===== src/rtl/mac_seq_pkg.sv =====
`default_nettype none
// ============================================================================
// Module   : mac_seq_pkg
// Purpose  : Shared state encoding and default widths for the MAC sequencer.
// Revision : 1.0 - initial release
// ============================================================================
package mac_seq_pkg;

  localparam int DATA_W_DEF = 8;
  localparam int ACC_W_DEF  = 24;

  typedef enum logic [2:0] {
    IDLE  = 3'd0,
    CLEAR = 3'd1,
    RUN   = 3'd2,
    DRAIN = 3'd3,
    DONE  = 3'd4
  } mac_seq_state_t;

endpackage
`default_nettype wire


===== src/rtl/mac_seq_ctrl.sv =====
`default_nettype none
// ============================================================================
// Module   : mac_seq_ctrl
// Purpose  : Drives an external MAC through a dot-product job (clear, stream,
//            drain, present). Optional overflow tracking: MAC_SEQ_OVF_EN.
// Revision : 1.0 - initial release
// ============================================================================
module mac_seq_ctrl
  import mac_seq_pkg::*;
#(
  parameter int DATA_W  = DATA_W_DEF,
  parameter int ACC_W   = ACC_W_DEF,
  parameter int LEN_MAX = 8,
  parameter int MAC_LAT = 1,
  parameter int CNT_W   = $clog2(LEN_MAX + 1)
) (
  input  logic              clk,
  input  logic              rst_n,
  input  logic              start,
  input  logic [CNT_W-1:0]  len,
  input  logic              abort,
  output logic              busy,
  output logic              err_len,
  input  logic              in_valid,
  output logic              in_ready,
  input  logic [DATA_W-1:0] in_a,
  input  logic [DATA_W-1:0] in_b,
  output logic              mac_en,
  output logic              mac_clr,
  output logic [DATA_W-1:0] mac_a,
  output logic [DATA_W-1:0] mac_b,
  input  logic [ACC_W-1:0]  mac_cout,
  output logic              res_valid,
  input  logic              res_ready,
  output logic [ACC_W-1:0]  res_data,
  output logic              res_ovf
);

  localparam int               DRN_W     = $clog2(MAC_LAT + 2);
  localparam logic [CNT_W-1:0] c_len_max = CNT_W'(LEN_MAX);
  localparam logic [DRN_W-1:0] c_drn_end = DRN_W'(MAC_LAT);

  mac_seq_state_t    r_state;
  mac_seq_state_t    w_next;
  logic [CNT_W-1:0]  r_len;
  logic [CNT_W-1:0]  r_cnt;
  logic [DRN_W-1:0]  r_drain;
  logic              r_mac_en;
  logic              r_mac_clr;
  logic [DATA_W-1:0] r_mac_a;
  logic [DATA_W-1:0] r_mac_b;
  logic              r_err_len;
  logic [ACC_W-1:0]  r_res_data;

  logic w_start_ok;
  logic w_in_hs;
  logic w_last;
  logic w_drain_done;

  assign w_start_ok   = (len != '0) && (len <= c_len_max);
  assign w_in_hs      = (r_state == RUN) && in_valid;
  assign w_last       = w_in_hs && (r_cnt == (r_len - CNT_W'(1)));
  assign w_drain_done = (r_state == DRAIN) && (r_drain == c_drn_end);

  // State register
  always_ff @(posedge clk or negedge rst_n) begin
    if (!rst_n) begin
      r_state <= IDLE;
    end else begin
      r_state <= w_next;
    end
  end

  // Next-state logic; abort overrides every other transition
  always_comb begin
    w_next = r_state;
    if (abort) begin
      w_next = IDLE;
    end else begin
      case (r_state)
        IDLE:    if (start && w_start_ok) w_next = CLEAR;
        CLEAR:   w_next = RUN;
        RUN:     if (w_last) w_next = DRAIN;
        DRAIN:   if (w_drain_done) w_next = DONE;
        DONE:    if (res_ready) w_next = IDLE;
        default: w_next = IDLE;
      endcase
    end
  end

  // State-decoded outputs
  always_comb begin
    busy      = (r_state != IDLE);
    in_ready  = (r_state == RUN);
    res_valid = (r_state == DONE);
  end

  // Registered MAC controls, pair counter, drain timer and result capture
  always_ff @(posedge clk or negedge rst_n) begin
    if (!rst_n) begin
      r_len      <= '0;
      r_cnt      <= '0;
      r_drain    <= '0;
      r_mac_en   <= 1'b0;
      r_mac_clr  <= 1'b0;
      r_mac_a    <= '0;
      r_mac_b    <= '0;
      r_err_len  <= 1'b0;
      r_res_data <= '0;
    end else begin
      r_mac_en  <= 1'b0;
      r_mac_clr <= 1'b0;
      r_err_len <= 1'b0;
      if (abort) begin
        r_cnt     <= '0;
        r_mac_clr <= 1'b1;
      end else begin
        case (r_state)
          IDLE: begin
            if (start) begin
              if (w_start_ok) begin
                r_len     <= len;
                r_cnt     <= '0;
                r_mac_clr <= 1'b1;
              end else begin
                r_err_len <= 1'b1;
              end
            end
          end
          RUN: begin
            r_drain <= '0;
            if (w_in_hs) begin
              r_mac_a  <= in_a;
              r_mac_b  <= in_b;
              r_mac_en <= 1'b1;
              r_cnt    <= r_cnt + CNT_W'(1);
            end
          end
          DRAIN: begin
            if (w_drain_done) begin
              r_res_data <= mac_cout;
            end else begin
              r_drain <= r_drain + DRN_W'(1);
            end
          end
          default: begin
          end
        endcase
      end
    end
  end

  assign mac_en   = r_mac_en;
  assign mac_clr  = r_mac_clr;
  assign mac_a    = r_mac_a;
  assign mac_b    = r_mac_b;
  assign err_len  = r_err_len;
  assign res_data = r_res_data;

`ifdef MAC_SEQ_OVF_EN
  logic [ACC_W-1:0] r_prev;
  logic             r_ovf_sticky;
  logic             r_res_ovf;
  logic             w_track;
  logic             w_ovf_now;

  // Products are non-negative, so any decrease of the accumulator is a wrap
  assign w_track   = (r_state == RUN) || (r_state == DRAIN);
  assign w_ovf_now = w_track && (mac_cout < r_prev);

  always_ff @(posedge clk or negedge rst_n) begin
    if (!rst_n) begin
      r_prev       <= '0;
      r_ovf_sticky <= 1'b0;
      r_res_ovf    <= 1'b0;
    end else begin
      if (r_state == CLEAR) begin
        r_prev       <= '0;
        r_ovf_sticky <= 1'b0;
      end else if (w_track) begin
        r_prev <= mac_cout;
        if (w_ovf_now) r_ovf_sticky <= 1'b1;
      end
      // The final accumulation can wrap in the capture cycle itself
      if (w_drain_done && !abort) r_res_ovf <= r_ovf_sticky | w_ovf_now;
    end
  end

  assign res_ovf = r_res_ovf;
`else
  assign res_ovf = 1'b0;
`endif

endmodule
`default_nettype wire


===== config.mk =====
export PLATFORM = sky130hd
export DESIGN_NAME = mac_seq_ctrl
export DESIGN_NICKNAME = d
export VERILOG_FILES = /design/src/rtl/mac_seq_pkg.sv /design/src/rtl/mac_seq_ctrl.sv
export SDC_FILE = /design/constraint.sdc
export NUM_CORES = 1
export LEC_CHECK = 0
export CAP_MARGIN = 25
export CORE_AREA = 2 2 89 91
export DETAILED_ROUTE_END_ITERATION = 16
export DIE_AREA = 0 0 91 93
export PLACE_DENSITY = 0.68
export SLEW_MARGIN = 30
export SYNTH_ARGS = -nofsm -noshare
export SYNTH_HDL_FRONTEND = slang
export SYNTH_SLANG_ARGS = --single-unit

===== constraint.sdc =====
create_clock -name clk -period 1.8 [get_ports clk]
set_input_delay 0.18 -clock clk [delete_from_list [all_inputs] [get_ports clk]]
set_output_delay 0.18 -clock clk [all_outputs]
set_load 0.005 [all_outputs]

## Yosys cells after proc, flatten, opt, wreduce, memory -nomap -nowiden

Cells that the tools add are included.

- $add $sub $neg: 3
- Order comparisons: 1
- Equality and inequality tests: 14
- Multiplexer cells: 24
- Bitwise operators: 1
- Reductions and logical operators: 16

Operators by type and width:

| cell | number |
|---|---|
| 4-bit two-way mux | 4 |
| 3-bit two-way mux | 5 |
| 3-bit case mux with 5 select lines | 1 |
| 3-bit != test, second input constant | 4 |
| 4-bit AND reduction | 3 |
| 1-bit two-way mux | 11 |
| 3-bit by 2-bit != test with 1-bit output, second input constant | 3 |
| 3-bit AND reduction | 3 |
| 4-bit case mux with 2 select lines | 1 |
| 3-bit by 2-bit equality test with 1-bit output, second input constant | 2 |
| 3-bit nonzero test | 2 |
| 1-bit logical AND | 5 |
| 4-bit by 1-bit adder with 4-bit output, second input constant | 1 |
| 4-bit equality test | 1 |
| 4-bit less-or-equal comparator, second input constant | 1 |
| 2-bit case mux with 2 select lines | 1 |
| 4-bit nonzero test | 1 |
| 4-bit by 1-bit subtractor with 4-bit output, second input constant | 1 |
| 3-bit by 1-bit equality test with 1-bit output, second input constant | 1 |
| 3-bit equality test, second input constant | 1 |
| 3-bit logical NOT | 1 |
| 2-bit by 1-bit adder with 2-bit output, second input constant | 1 |
| 2-bit by 1-bit equality test with 1-bit output, second input constant | 1 |
| 2-bit two-way mux | 1 |
| other kinds (3) | 3 |

- Bits in registers: 56
- Input bits: 50
- Output and inout port bits: 47
- Word-level logic and storage cells: 69

## Longest topological paths before layout

Gate-level depths: netlist (run 1).

- Word-level depth: 6
- Depth in mapped cells: 8
- Depth with buffers taken out: 6

## Worst setup path before layout (run 1)

Ideal clock, no wire load.

- Path kind: register to register
- Start point: reg r_state[1]
- End point: reg r_res_data[0] (netlist: res_data[0])
- Library setup time: 125 ps
- Arrival time: 1751 ps
- Path slack: -76 ps
- Stages on the path, launching flop included: 6
- Cells stage by stage: dfrtp_1 > or3b_1 > buf_2 > nor2_1 > buf_4 > mux2_2

- Longest elaborated chain between the ends: 3

Ends and longest elaborated chain:

| item | line | source |
|---|---|---|
| from (decl) | mac_seq_ctrl.sv:43 | `mac_seq_state_t r_state;` |
| from (signal assigned) | mac_seq_ctrl.sv:70 | `r_state <= w_next;` |
| 3-bit by 2-bit equality test with 1-bit output (*) | mac_seq_ctrl.sv:63, mac_seq_ctrl.sv:118 |  |
| 1-bit logical AND | mac_seq_ctrl.sv:63 | `assign w_drain_done = (r_state == DRAIN) && (r_drain == c_drn_end);` |
| 3-bit AND reduction (no source line) (*) | -- |  |
| to (signal assigned) | mac_seq_ctrl.sv:141 | `r_res_data <= mac_cout;` |
| to (decl) | mac_seq_ctrl.sv:53 | `logic [ACC_W-1:0] r_res_data;` |

Mark *: on every way between the ends. The rest lies on a longest branch, timed or not.
A chain may end at the register's enable or synchronous reset.

## Final worst setup path (run 1)

- Start point: reg r_state[2]
- End point: out in_ready

- Longest elaborated chain between the ends: 1

Ends and longest elaborated chain:

| item | line | source |
|---|---|---|
| 3-bit by 2-bit equality test with 1-bit output | mac_seq_ctrl.sv:94 | `in_ready = (r_state == RUN);` |
| to (decl) | mac_seq_ctrl.sv:25 | `output logic in_ready,` |

No other way between the ends.

==> results of run 1 <==
[final timing paths]
check / start / to / slack (ns) / cells after the start
hold / removal: rst_n / r_len[2]$_DFFE_PN0P_ / 0.30 / 2
setup / recovery: r_state[2]$_DFFE_PN0P_ / in_ready / 0.06 / 3
max in group asynchronous: rst_n / r_state[0]$_DFFE_PN0P_ / 0.97 / 3
setup reg to reg: r_state[0]$_DFFE_PN0P_ / r_len[3]$_DFFE_PN0P_ / 0.11 / 3
min in group clk: in_b[1] / mac_b[1]$_DFFE_PN0P_ / 0.39 / 3
hold reg to reg: mac_b[6]$_DFFE_PN0P_ / mac_b[6]$_DFFE_PN0P_ / 0.48 / 2
[kinds of logic after synthesis]
family | Yosys count | synth area share (%)
fa+ha+maj | 3 | 1.57
mux | 29 | 13.7
other cells | 1 | 0.157
xor+xnor | 5 | 1.84
simple gates | 78 | 15.1
buf+inv | 14 | 3.46
flops | 56 | 58.8
compound gates | 17 | 5.46
[placed cells by master (no fill, tap or decap), types with 4 or more instances in the layout]
master / n
clkdlybuf4s50_1: 92
dfrtp_1: 55
nand2_1: 52
mux2_2: 29
buf_4: 12
clkbuf_8: 6
inv_1: 4
a21oi_1: 4
xnor2_1: 4
[through the flow]
stage / utilization (%) / total power, mW / TNS [ns]
4_1_cts: 48.2 / 3.03 / 0
6_report: 48.7 / 2.98 / 0
3_3_place_gp: 46.8 / 2.28 / -8.81
5_1_grt: 48.7 / 3.16 / -0.127
3_5_place_dp: 46.8 / 2.30 / -9.42
2_1_floorplan: - / 1.80 / 0
[per-layer routing]
layer  track usage (%)  vias to the layer above  routed length, µm
met5                 0                        -                  0
met4              3.03                        0                 35
met3              3.46                        6                352
met2              21.2                       66               2530
met1              16.9                      875               2490
li1                  -                      904                  -
[flip-flops by register name (all words and copies together) (netlist names)]
register,count
mac_clr,1
err_len,1
mac_a,8
mac_b,8
r_state,3
res_data,24
mac_en,1
r_drain,2
r_len,4
r_cnt,4
[critical path, stage by stage, from the launching register on]
cell,delay [ns]
dfrtp_1,0.38
buf_4,0.17
nor3b_2,0.19
clkdlybuf4s50_1,0.52
[layout make-up]
cell class / instances / area, µm²
fillers: 731 / 3860
flip-flops and latches: 56 / 1400
repair buffers: 111 / 1100
multi-input cells: 133 / 918
well taps: 102 / 128
clock buffers: 6 / 82.6
inverters: 5 / 20.0
clock inverters: 2 / 15.0
[what timing repair did]
action                                  CTS  global route
endpoints found under the hold margin    11             0
resized for setup                         3             5
hold buffers                              1             0
buffers inserted                          0             2
endpoints found under the setup margin    2            23
[where the power goes]
part	leakage [nW]	total, mW	switching, mW	internal (mW)
clock	0.0434	0.706	0.393	0.312
sequential	0.748	1.52	0.103	1.42
combinational	0.899	0.747	0.266	0.481
==> out/results.ini, run 1 <==
[route]
routed_wirelength_um = 5400
wl_per_cell_um = 13.0
vias = 1851
drt_iter0_drc = 43
firstDrtPassIters = 4
drc = 0
ant_nets = 0
viasPerCell = 4.46

[layout]
final_cell_area_um2 = 3660
synthToLayoutAreaGrowth_pct = 53.7
fin_cells = 415
layout-drive-gt1-share_pct = 19.8
fin_nets = 365
n_antenna_cell = 0

[synthesis]
netlist_top_cells_area = dfrtp_1 (59%), mux2_2 (14%), nand2_1 (8.2%)
synth_edf_count = 0
synth_top_cell_by_area = dfrtp_1
yosys_warnings = 0
post-synth-top-count-cell = dfrtp_1
synth_common_cells = dfrtp_1 (56), nand2_1 (52), mux2_2 (29)
avgSynthCellArea_um2 = 11.7
netlist_area_um2 = 2380
synth_nets = 256
synth_top_area_share_pct = 58.8
yosysSeqAreaShare_pct = 58.8
ys_dominant_reg_cell = dfrtp_1
ys_ff_latch = 56
yosysUniqueCellTypes = 40
synthArstFlopShare_pct = 100
synth_cells = 203

[critical_path]
end_kind = output port
cp.required_ns = 1.62
critical_path_arrival_ns = 1.56
critPathKind = register to output port
path_max_fanout = 11
critPathLaunchType = register

[placed_design]
dpl.hpwl_um = 4080
io_buffers = 95
dpl_worst_slack_ns = -0.256
dp.cells = 404
placed_cell_area_um2 = 3520
place_congestion = 0.800

[global_routing]
grt_max_degree = 32
grt_pass1_vias = 1859
grt-ovfl-total = 0
antenna_found_initial = 0
grt_pass1_wl_um = 8840
track_usage_pct = 12.8

[die]
rows = 32
die_height_um = 93
die-width_um = 91
core_area_um2 = 7530
io_pins = 97
start_util_pct = 31.7
die-area_um2 = 8460

[sta]
final_hold_viol_count = 0
drv_slew = 0
fmax_mhz = 573
fin_crit_sh_pct = 96.9
setup_viol = 0
min_period_ns = 1.74
fin_skew_ns = 0.00902
rsz0062_at_grt = true
setup_ws_ns = 0.0558
whs_ns = 0.298

[clock_tree]
clock_path_buffers = 2
htree_levels = 2
clock_sinks = 56
tritoncts = done
clk_pin_slew_worst_paths_ns = 0.10
clock_latency_ns = 0.30
cts_root_buffer = clkbuf_8
numCtsBuffers = 5

[hold_path]
worst_hold_path_type = input port to async pin

[run_status]
outcome = finished clean

[power]
powerDensity_nw_per_um2 = 812
leakagePower_nw = 1.69
peakVddDrop_uv = 328

[job]
cap_violations = 0

Power figures use the tool's default switching activity.
==> inputs of run 2 (changes only) <==
--- a/config.mk
+++ b/config.mk
@@ -6,10 +6,12 @@
 export NUM_CORES = 1
 export LEC_CHECK = 0
 export CAP_MARGIN = 25
-export CORE_AREA = 2 2 89 91
+export CELL_PAD_IN_SITES_DETAIL_PLACEMENT = 1
+export CELL_PAD_IN_SITES_GLOBAL_PLACEMENT = 1
+export CORE_AREA = 2 2 90 92
 export DETAILED_ROUTE_END_ITERATION = 16
-export DIE_AREA = 0 0 91 93
-export PLACE_DENSITY = 0.68
+export DIE_AREA = 0 0 92 94
+export PLACE_DENSITY = 0.8
 export SLEW_MARGIN = 30
 export SYNTH_ARGS = -nofsm -noshare
 export SYNTH_HDL_FRONTEND = slang
==> constraint.sdc (replaced) <==
create_clock -name clk -period 1.96 [get_ports clk]
set_input_delay 0.196 -clock clk [delete_from_list [all_inputs] [get_ports clk]]
set_output_delay 0.196 -clock clk [all_outputs]
set_load 0.005 [all_outputs]
==> run 2 against run 1 <==
Effect of this change:
- hold slack better by 0.12 ns
- cell area down 1.3%
- clock skew down 0.0047 ns
- highest routed layer unchanged
==> out/results.ini, run 2 (synthesis results as in run 1) <==
[run_status]
outcome = finished clean

[placed_design]
io_buffers = 95
dpl.hpwl_um = 4740
dpl_worst_slack_ns = -0.166
place_congestion = 0.742
dp.cells = 404

[sta]
setup_viol = 0
rsz0062_at_grt = false
fmax_mhz = 539
final_hold_viol_count = 0
worstMarginPinSlew_ns = 0.575
max_slew_margin_pct = 61.6
setup_tns_ns = 0
setup_ws_ns = 0.105
drv_slew = 0
min_period_ns = 1.86
whs_ns = 0.416
fin_crit_sh_pct = 94.7
fin_skew_ns = 0.00435

[die]
die_height_um = 94
start_util_pct = 31.3
io_pins = 97
core_area_um2 = 7610
die-area_um2 = 8650
die-width_um = 92
rows = 32

[route]
firstDrtPassIters = 4
vias = 1909
routed_wirelength_um = 6010
drt_iter0_drc = 27
ant_nets = 0
wl_per_cell_um = 14.6
viasPerCell = 4.63
drc = 0

[critical_path]
end_kind = output port
rr_startpoint = r_state[2]$_DFFE_PN0P_
critPathKind = register to output port
critical_path_arrival_ns = 1.66
crit_buf_inv = 2
cp.required_ns = 1.76
path_max_fanout = 12
reg2reg_depth = 3
slowest_delay_ns = 0.53
slowest_stage = clkdlybuf4s50_1
cp_cell_sequence = buf_4 -> nor3b_1 -> clkdlybuf4s50_1
critPathLaunchType = register
critical-path-top-delay-family = buffers and inverters
r2r_slack_ns = 0.20
r2r-end = r_state[0]$_DFFE_PN0P_

[power]
p_int_mw = 1.98
powerDensity_nw_per_um2 = 740
clkPwrFrac_pct = 22.2
switchingPower_mw = 0.693
leakagePower_nw = 1.66
seqPwrFrac_pct = 52.2
switching_share_pct = 25.9
combPwrFrac_pct = 25.7
total_power_mw = 2.68
peakVddDrop_uv = 347

[job]
cap_violations = 0

[layout]
synthToLayoutAreaGrowth_pct = 51.7
largest_reg_flops = 24
fin_cells = 412
n_antenna_cell = 0
fill_cells = 838
layout-drive-gt1-share_pct = 18.1
fin_nets = 363
final_common_cell = clkdlybuf4s50_1
final_cell_mix = clkdlybuf4s50_1 (93), dfrtp_1 (56), nand2_1 (52)

[clock_tree]
cts_setup_buffers = 0
tritoncts = done
clock_path_buffers = 2
clk_pin_slew_worst_paths_ns = 0.09
clock_latency_ns = 0.30
numCtsBuffers = 5
htree_levels = 2
cts_root_buffer = clkbuf_8
clock_sinks = 56

[global_routing]
grt_pass1_wl_um = 10200
grt_pass1_vias = 2090
grt_max_degree = 34
track_usage_pct = 14.7
antenna_found_initial = 0
grt-ovfl-total = 0

[hold_path]
worst_hold_path_type = input port to async pin

run 2: metrics by stage:
stage               utilization, %  instance area [µm²]
floorplan                        -                 2380
global placement              46.3                 3520
detailed placement            46.3                 3520
CTS                           47.5                 3610
global route                  47.5                 3620
finish                        47.5                 3620
run 2: layout make-up:
class / instances / area [µm²] / share of cell area [%]
Sequential cell: 56 / 1400 / 38.7
Timing Repair Buffer: 109 / 1080 / 29.9
Multi-Input combinational cell: 133 / 906 / 25.0
Tap cell: 102 / 128 / 3.53
Clock buffer: 5 / 68.8 / 1.90
Inverter: 5 / 20.0 / 0.553
Clock inverter: 2 / 12.5 / 0.346
run 2: what timing repair did:
item	in CTS	in global routing
gates resized for setup	0	2
hold buffers	1	0
setup endpoints to repair	0	2
endpoints found under the hold margin	23	0
run 2: worst max-delay path by stage:
stage                           start                      end  slack [ns]  cells after the start
3_5_place_dp                   len[1]     r_cnt[3]$_DFFE_PN0P_       -0.17                      5
5_1_grt        r_state[0]$_DFFE_PN0P_                 in_ready        0.01                      3
6_report       r_state[0]$_DFFE_PN0P_                 in_ready        0.10                      3
3_3_place_gp                   len[1]     r_cnt[3]$_DFFE_PN0P_       -0.11                      5
4_1_cts        r_state[1]$_DFFE_PN0P_                res_valid        0.03                      4
2_1_floorplan  r_state[1]$_DFFE_PN0P_  res_data[0]$_DFFE_PN0P_        0.08                      5
run 2: power groups by stage:
stage | logic [mW] | registers [mW] | clock network (mW)
finish | 0.687 | 1.40 | 0.593
global route | 0.766 | 1.42 | 0.676
CTS | 0.705 | 1.40 | 0.641
detailed placement | 0.700 | 1.42 | 0
global placement | 0.676 | 1.41 | 0
floorplan | 0.233 | 1.42 | 0
run 2: metal layers:
metal  global-route usage [%]  vias up  part of all wire [%]
li1                         -      903                     -
met1                     18.2      928                    43
met2                     26.0       71                    50
met3                     3.53        7                   6.1
met4                     3.23        0                  0.95
met5                        0        -                     0
